**src/rtl/lcd_seq_pkg.sv**
```systemverilog
// Shared opcode constants, opcode classes and FSM state encoding for the
// LCD command sequencer.
package lcd_seq_pkg;

  typedef logic [3:0] opcode_t;

  localparam opcode_t OP_WRITE = 4'd0;
  localparam opcode_t OP_CLR   = 4'd1;
  localparam opcode_t OP_HOME  = 4'd2;
  localparam opcode_t OP_ON    = 4'd3;
  localparam opcode_t OP_OFF   = 4'd4;
  localparam opcode_t OP_INV   = 4'd5;
  localparam opcode_t OP_NORM  = 4'd6;
  localparam opcode_t OP_CONTR = 4'd7;
  localparam opcode_t OP_SCRL  = 4'd8;
  localparam opcode_t OP_ROT   = 4'd9;
  localparam opcode_t OP_MIRX  = 4'd10;
  localparam opcode_t OP_MIRY  = 4'd11;

  localparam opcode_t OP_VALID_MAX = 4'd11;

  typedef enum logic [1:0] {
    OPC_VALID    = 2'd0,
    OPC_INVALID  = 2'd1,
    OPC_TERMINAL = 2'd2
  } op_class_t;

  localparam logic [2:0] ST_IDLE   = 3'd0;
  localparam logic [2:0] ST_RD     = 3'd1;
  localparam logic [2:0] ST_LATCH  = 3'd2;
  localparam logic [2:0] ST_ISSUE  = 3'd3;
  localparam logic [2:0] ST_ACK    = 3'd4;
  localparam logic [2:0] ST_WAIT   = 3'd5;
  localparam logic [2:0] ST_FINISH = 3'd6;

endpackage

```
**src/rtl/lcd_cmd_seq_if.sv**
```systemverilog
// Command-ROM read bus plus LCD controller command handshake.
// master = sequencer side, slave = ROM / LCD controller side.
interface lcd_cmd_seq_if
  import lcd_seq_pkg::*;
#(
  parameter int ADDR_W = 6
);

  logic              CROM_rd;
  logic [ADDR_W-1:0] CROM_A;
  logic [7:0]        CROM_Q;
  opcode_t           cmd;
  logic              cmd_valid;
  logic              busy;
  logic              lcd_done;

  modport master (
    output CROM_rd,
    output CROM_A,
    input  CROM_Q,
    output cmd,
    output cmd_valid,
    input  busy,
    input  lcd_done
  );

  modport slave (
    input  CROM_rd,
    input  CROM_A,
    output CROM_Q,
    input  cmd,
    input  cmd_valid,
    output busy,
    output lcd_done
  );

endinterface

```
**src/rtl/lcd_seq_op_check.sv**
```systemverilog
// Combinational opcode classifier: OP_WRITE ends a script, the named
// opcodes are issued, anything above OP_VALID_MAX is skipped.
module lcd_seq_op_check
  import lcd_seq_pkg::*;
(
  input  opcode_t   i_op,
  output op_class_t o_class
);

  always_comb begin
    o_class = OPC_INVALID;
    case (i_op)
      OP_WRITE: o_class = OPC_TERMINAL;
      OP_CLR, OP_HOME, OP_ON, OP_OFF, OP_INV, OP_NORM,
      OP_CONTR, OP_SCRL, OP_ROT, OP_MIRX, OP_MIRY:
        o_class = OPC_VALID;
      default:
        o_class = (i_op > OP_VALID_MAX) ? OPC_INVALID : OPC_VALID;
    endcase
  end

endmodule

```
**src/rtl/lcd_cmd_seq.sv**
```systemverilog
// LCD command sequencer: walks a command-ROM script and feeds opcodes to the
// LCD controller. Define LCD_SEQ_REPEAT_EN to honour the ROM repeat field.
module lcd_cmd_seq
  import lcd_seq_pkg::*;
#(
  parameter int ADDR_W = 6,
  parameter int CNT_W  = 4
)(
  input  logic              clk,
  input  logic              reset,
  input  logic              start,
  input  logic [ADDR_W-1:0] base_addr,
  lcd_cmd_seq_if.master     bus,
  output logic              seq_busy,
  output logic              seq_done,
  output logic [CNT_W-1:0]  bad_cnt
);

  localparam logic [CNT_W-1:0] BAD_MAX = '1;

  logic [2:0]        r_state;
  logic [ADDR_W-1:0] r_addr;
  opcode_t           r_op;
  opcode_t           r_cmd;
  logic [3:0]        r_rep_cnt;
  logic              r_terminal;
  logic              r_seq_busy;
  logic              r_seq_done;
  logic [CNT_W-1:0]  r_bad_cnt;

  op_class_t         w_class;
  logic [3:0]        w_rep_field;
  logic              w_issue;

  lcd_seq_op_check u_op_check (
    .i_op    (bus.CROM_Q[3:0]),
    .o_class (w_class)
  );

`ifdef LCD_SEQ_REPEAT_EN
  assign w_rep_field = bus.CROM_Q[7:4];
`else
  logic w_unused_rep;
  assign w_unused_rep = ^bus.CROM_Q[7:4];
  assign w_rep_field  = 4'd0;
`endif

  // The strobe is combinational so the first command leaves in the ISSUE
  // cycle itself; cmd shows the live opcode only while it is strobed.
  assign w_issue       = (r_state == ST_ISSUE) && !bus.busy;
  assign bus.cmd_valid = w_issue;
  assign bus.cmd       = w_issue ? r_op : r_cmd;
  assign bus.CROM_rd   = (r_state == ST_RD);
  assign bus.CROM_A    = r_addr;
  assign seq_busy      = r_seq_busy;
  assign seq_done      = r_seq_done;
  assign bad_cnt       = r_bad_cnt;

  always_ff @(posedge clk or negedge reset) begin
    if (!reset) begin
      r_state    <= ST_IDLE;
      r_addr     <= '0;
      r_op       <= OP_WRITE;
      r_cmd      <= OP_WRITE;
      r_rep_cnt  <= 4'd0;
      r_terminal <= 1'b0;
      r_seq_busy <= 1'b0;
      r_seq_done <= 1'b0;
      r_bad_cnt  <= '0;
    end else begin
      case (r_state)
        ST_IDLE: begin
          if (start) begin
            r_addr     <= base_addr;
            r_seq_busy <= 1'b1;
            r_state    <= ST_RD;
          end
        end

        ST_RD: begin
          r_state <= ST_LATCH;
        end

        ST_LATCH: begin
          r_op       <= bus.CROM_Q[3:0];
          r_rep_cnt  <= w_rep_field;
          r_terminal <= (w_class == OPC_TERMINAL);
          if (w_class == OPC_INVALID) begin
            if (r_bad_cnt != BAD_MAX) begin
              r_bad_cnt <= r_bad_cnt + 1'b1;
            end
            r_addr  <= r_addr + 1'b1;
            r_state <= ST_RD;
          end else begin
            r_state <= ST_ISSUE;
          end
        end

        ST_ISSUE: begin
          if (!bus.busy) begin
            r_cmd   <= r_op;
            r_state <= ST_ACK;
          end
        end

        ST_ACK: begin
          if (bus.busy) begin
            r_state <= ST_WAIT;
          end
        end

        // A terminal write ends on write-back; its repeat field never counts.
        ST_WAIT: begin
          if (r_terminal) begin
            if (bus.lcd_done) begin
              r_seq_busy <= 1'b0;
              r_seq_done <= 1'b1;
              r_state    <= ST_FINISH;
            end
          end else if (!bus.busy) begin
            if (r_rep_cnt != 4'd0) begin
              r_rep_cnt <= r_rep_cnt - 1'b1;
              r_state   <= ST_ISSUE;
            end else begin
              r_addr  <= r_addr + 1'b1;
              r_state <= ST_RD;
            end
          end
        end

        ST_FINISH: begin
          r_state <= ST_FINISH;
        end

        default: begin
          r_state <= ST_IDLE;
        end
      endcase
    end
  end

endmodule

```
**src/flat_wrapper.sv**
```systemverilog
// flat-port wrapper written by rule: the top's interface ports become plain ports
module lcd_cmd_seq_flat import lcd_seq_pkg::*;
#(
  parameter int ADDR_W = 6,
  parameter int CNT_W  = 4
)
  (clk, reset, start, base_addr, seq_busy, seq_done, bad_cnt, bus_CROM_rd, bus_CROM_A, bus_CROM_Q, bus_cmd, bus_cmd_valid, bus_busy, bus_lcd_done);
  lcd_cmd_seq_if #(.ADDR_W(ADDR_W)) bus_i ();
  input  logic clk;
  input  logic reset;
  input  logic start;
  input  logic [ADDR_W-1:0] base_addr;
  output logic seq_busy;
  output logic seq_done;
  output logic [CNT_W-1:0] bad_cnt;
  output wire logic [$bits(bus_i.CROM_rd)-1:0] bus_CROM_rd;
  output wire logic [$bits(bus_i.CROM_A)-1:0] bus_CROM_A;
  input wire logic [$bits(bus_i.CROM_Q)-1:0] bus_CROM_Q;
  output wire logic [$bits(bus_i.cmd)-1:0] bus_cmd;
  output wire logic [$bits(bus_i.cmd_valid)-1:0] bus_cmd_valid;
  input wire logic [$bits(bus_i.busy)-1:0] bus_busy;
  input wire logic [$bits(bus_i.lcd_done)-1:0] bus_lcd_done;
  assign bus_CROM_rd = bus_i.CROM_rd;
  assign bus_CROM_A = bus_i.CROM_A;
  assign bus_i.CROM_Q = bus_CROM_Q;
  assign bus_cmd = bus_i.cmd;
  assign bus_cmd_valid = bus_i.cmd_valid;
  assign bus_i.busy = bus_busy;
  assign bus_i.lcd_done = bus_lcd_done;
  lcd_cmd_seq #(.ADDR_W(ADDR_W), .CNT_W(CNT_W)) u_core (.clk(clk), .reset(reset), .start(start), .base_addr(base_addr), .bus(bus_i), .seq_busy(seq_busy), .seq_done(seq_done), .bad_cnt(bad_cnt));
endmodule
```
**config.mk**
```make
export PLATFORM = sky130hd
export DESIGN_NAME = lcd_cmd_seq_flat
export DESIGN_NICKNAME = d
export VERILOG_FILES = /design/src/rtl/lcd_seq_pkg.sv /design/src/rtl/lcd_cmd_seq_if.sv /design/src/rtl/lcd_seq_op_check.sv /design/src/rtl/lcd_cmd_seq.sv /design/src/flat_wrapper.sv
export SDC_FILE = /design/constraint.sdc
export NUM_CORES = 1
export LEC_CHECK = 0
export CAP_MARGIN = 0
export CELL_PAD_IN_SITES_DETAIL_PLACEMENT = 0
export CELL_PAD_IN_SITES_GLOBAL_PLACEMENT = 1
export CORE_MARGIN = 5
export CORE_UTILIZATION = 40
export DETAILED_ROUTE_END_ITERATION = 16
export GPL_TIMING_DRIVEN = 0
export PLACE_DENSITY_LB_ADDON = 0.1
export SYNTH_ARGS = -nofsm -noshare
export SYNTH_HDL_FRONTEND = slang
export SYNTH_SLANG_ARGS = --single-unit
```
**constraint.sdc**
```tcl
create_clock -name clk -period 4.05 [get_ports clk]
set_input_delay 0.81 -clock clk [delete_from_list [all_inputs] [get_ports clk]]
set_output_delay 0.81 -clock clk [all_outputs]
set_load 0.1 [all_outputs]
```
Yosys cells after proc, flatten, opt, wreduce, memory -nomap -nowiden
Index checks and enable logic that the tools add are counted.
{ "op_classes": {"add_sub_neg": 3, "magnitude_cmp": 1, "eq_ne": 32, "mux": 26, "n_bitwise": 1, "n_reduce_logical": 16} }
{ "ops": {"columns": ["cell", "n"], "rows": [
  ["6-bit 2-to-1 mux", 5],
  ["3-bit one-hot mux with 7 select lines", 1],
  ["3-bit 2-to-1 mux", 6],
  ["6-bit one-hot mux with 3 select lines", 1],
  ["4-bit by 3-bit == test with 1-bit output (second input constant)", 4],
  ["4-bit == test (second input constant)", 4],
  ["4-bit 2-to-1 mux", 4],
  ["2-bit != test (second input constant)", 7],
  ["11-bit OR reduction", 1],
  ["3-bit == test (second input constant)", 3],
  ["4-bit by 2-bit == test with 1-bit output (second input constant)", 2],
  ["4-bit one-hot mux with 2 select lines", 1],
  ["4-bit AND reduction", 2],
  ["6-bit by 1-bit adder with 6-bit output (second input constant)", 1],
  ["3-bit by 2-bit == test with 1-bit output (second input constant)", 2],
  ["2-bit by 1-bit != test with 1-bit output (second input constant)", 3],
  ["3-bit AND reduction", 2],
  ["6-bit AND reduction", 1],
  ["5-bit AND reduction", 1],
  ["4-bit by 1-bit adder with 4-bit output (second input constant)", 1],
  ["4-bit by 1-bit == test with 1-bit output (second input constant)", 1],
  ["4-bit greater-than comparator (second input constant)", 1],
  ["4-bit zero test", 1],
  ["1-bit 2-to-1 mux", 4],
  ["18 further kinds", 20]
]} }
{ "word_totals": {"regBits": 28, "inputBits": 19, "output_inout_bits": 18, "elab_cells": 88} }

Longest topological paths before layout
{ "logic_depth": {"word_depth": 6, "mapped_depth": 6, "depth_no_buf": 6} }

Modules after synthesis
A second synthesis with hierarchy kept.
{ "unflattened": {"hier_cells": 158, "area_unflattened_um2": 1565.3} }
{ "modules_own_cells": {"columns": ["mod", "n_inst", "cells_per_inst", "area_per_inst_um2", "seq_area_each_um2"], "rows": [
  ["lcd_cmd_seq", 1, 156, 1546.5, 700.7],
  ["lcd_seq_op_check", 1, 2, 18.8, 0.0]
]} }

Least setup slack after synthesis
Ideal clock, no wire load.
{ "synth_timing": {"kind": "input port to output port", "from": "input bus_busy", "to": "output bus_cmd[0]", "t_arrival_ns": 2.826, "slack_ns": 0.414, "path_stages": 2, "cell_sequence": "nor4_4 -> mux2_1"} }
{ "synth_between": {"elab_chain_len": 3} }
{ "synth_rtl": {"columns": ["element", "line", "source"], "rows": [
  ["start, declared", "flat_wrapper.sv:21", "input wire logic [$bits(bus_i.busy)-1:0] bus_busy;"],
  ["1-bit zero test", "lcd_cmd_seq.sv:50", "assign w_issue = (r_state == ST_ISSUE) && !bus.busy;"],
  ["1-bit logical AND", "lcd_cmd_seq.sv:50", null],
  ["4-bit 2-to-1 mux", "lcd_cmd_seq.sv:52", "assign bus.cmd = w_issue ? r_op : r_cmd;"],
  ["end, declared", "flat_wrapper.sv:19", "output wire logic [$bits(bus_i.cmd)-1:0] bus_cmd;"]
]} }
Every way passes these cells.

Final worst setup path
{ "layout_timing": {"from": "input bus_busy", "to": "output bus_cmd[3]"} }
The elaborated chain is that of the path after synthesis.

==> results.md <==
- Outcome: completed
- CTS Buf Count: 3
- Die Area: 5120 sq um
- Post-Synth XOR/XNOR Area: under 10%
- Slew @ Worst Pin: 985 ps
- Crit path DAT: approximately 3200 ps
- Commonest cells after routing, fill and taps aside: clkdlybuf4s50_1 (29), dfrtp_1 (28), nand2_1 (20), nor2_1 (8), o21ai_0 (7)
- Clock Latency Late Sink: 280 ps
- Crit end category: output pin
- Maximum fanout along the worst path: 6
- ANT nets after route: 0
- Final slew viol count: 0
- Flop-to-flop setup slack: 2040 ps
- Final nets: just over 200
- Largest family of logic cells by synthesized area: simple AND/OR/NAND/NOR gates
- Family with the most delay on the worst path: buffers and inverters
- Largest net degree at the start of global routing: 29
- R2r endpoint: u_core.bus.CROM_A[0]
- Mapped Avg Cell Area: 10.4 sq um
- Sink Count: 28
- Port Buffers: 32
- R2R cell count: 6
- CTS-repair resized insts: 0
- Initial Utilization: 41.4%
- CTS tree: yes
- Critical path class: in2out
- Required @ worst endpoint: 3240 ps
- Hold endpoint: u_core.seq_done
- GP Congestion: between 0.8 and 0.9
- Die height: between 70 and 80 um
- Hold Crit Depth: 1
- RR Startpoint: u_core.r_rep_cnt[0]
- Setup Skew: ~2.5 ps
- Adder-cell share of the synthesized area: 3.31%
- Grt ovf: 0
- Syn Std Cell Area: 1510 sq um
- Dpl hpwl: 2580 um
- Yosys warnings: 0
- RSZ-0062 raised after global routing: no
- Final setup fails: 0
- Vias in the first global route: 1292
- Chip Width: 71.5 um
- Starting DRT DRC Count: 81
- Element type at the critical path start: input port
- Gate count of the mapped netlist: 145
- I/O pin total: 37
- Via density: 5.43
- CTS root buffer: clkbuf_8
- Fmax: 0.252 GHz
- Worst path max stage delay: 1130 ps
- CTS clk-pin slew, worst paths: 100 ps
- Clk buf depth: 2
- Post-route setup TNS: 0 ps
- First-pass GRT wire length: 6110 um
- Async SR Flop Fraction: 100%
- Hold Crit Start: u_core.seq_done
- Footprint of the multi-input gates: 757 sq um
- Max-cap violation count: 0
- Commonest non-fill, non-tap cell in the layout: clkdlybuf4s50_1
- Drt wl/cell: ~15 um
- Most used DFF post-synth: dfrtp_1
- CP most frequent cell: clkdlybuf4s50_1
- Synth unique cells: 45
- Tmin final: 3960 ps
- CTS hold repair buffers: 0
- Share of cells above drive strength 1: roughly a tenth
- Final hold violations: 0
- Core area: about 3700 sq um
- Synth Area in Compound Gates: roughly 18%
- Initial antenna violation count: 0
- Crit path buffers/inverters: 2
- Vias: between 1000 and 1500
- Multiplexer share of the synthesized area: a little under 8%
- Synth-to-Final Area Change: 29.8%
- Sequential area share after synthesis: between 40% and 50%
- Max_slew headroom: 34.2%
- DRT Pass-1 Iters: 5
- Crit-path slowest cell: clkdlybuf4s50_1
- Post-synthesis simple-gate area fraction: 19.1%
- Critical-path cell list: clkdlybuf4s50_1 -> nor4_4 -> mux2_1 -> clkdlybuf4s50_1
- Hold Path Class: reg2reg
- GRT Total Usage: 14.9%
- Post-CTS Setup Repair Bufs: 0
- Residual DRC count: 0
- Period utilisation layout: 97.9%
- Fill cell count: approximately 360
- Reg area: 701 sq um
- Syn nets: 168
- # H-tree levels: 1
- N_diodes: 0
- Final wirelength: about 3500 um
- Core Rows: 22
- Number of synthesized flops with an enable pin: 0
- Count of state elements after synthesis: 28
[worst max path at each step]
| stage | startpoint | end | slack, ps | cells after the start |
|---|---|---|---|---|
| after floorplan | bus_busy | bus_cmd[0] | 410 | 2 |
| after global placement | bus_busy | bus_cmd[1] | 70 | 4 |
| after detailed placement | bus_busy | bus_cmd[2] | 40 | 4 |
| after CTS | bus_busy | bus_cmd[2] | 40 | 4 |
| after global routing | bus_busy | bus_cmd[3] | 4 | 4 |
| final | bus_busy | bus_cmd[3] | 90 | 4 |
[cell type report]
type                    count  area share (%)
flip-flops and latches     28            35.6
multi-input cells         106            38.5
inverters                   6            1.15
repair buffers             32            16.3
clock inverters             1            1.53
clock buffers               3            2.10
plain buffers               5            1.72
well taps                  48            3.06
[per-layer routing]
layer	part of all wire [%]	vias to the layer above	GRT usage, %	wire (um)
met5	0	-	0	0
met1	45	609	19.5	1580
met4	1.7	0	5.85	60
met3	4.0	7	3.09	143
met2	49	34	24.1	1750
li1	-	593	-	-
[cells in the mapped netlist (all sizes together) (4+ instances only)]
cell type | instances | area (sq um)
mux2i | 6 | 60.1
a21oi | 4 | 20.0
dfrtp | 28 | 701
nor2 | 8 | 30.0
o21ai | 8 | 40.0
buf | 5 | 33.8
mux2 | 5 | 56.3
inv | 6 | 22.5
ha | 4 | 50.1
nand2 | 21 | 81.3
[metrics by stage]
stage	hold WS, ps	util, %	std cells	instance area [sq um]	setup slack (ps)
after global routing	517	53.7	229	1970	4.47
after global placement	456	51.7	225	1890	74.7
final	487	53.7	229	1970	85.3
after detailed placement	463	51.7	225	1890	40.4
after CTS	492	53.7	229	1970	36.9
after floorplan	442	-	145	1510	414
[sequential cells by signal, summed over array words and instances (netlist names), 3 cells and up]
name	cells
u_core.bus.CROM_A	6
u_core.bad_cnt	4
u_core.r_cmd	4
u_core.r_op	4
u_core.r_rep_cnt	4
u_core.r_state	3
[kinds of logic after synthesis]
family	after synthesis
AND/OR/NAND/NOR	52
AO/OA/AOI/OAI	35
flip-flops	28
buffers and inverters	11
multiplexers	11
XOR/XNOR	4
adder cells (fa/ha/maj)	4
Power is not shown: default switching activity piles up to over one toggle a cycle in this logic, so the estimate is an artifact.
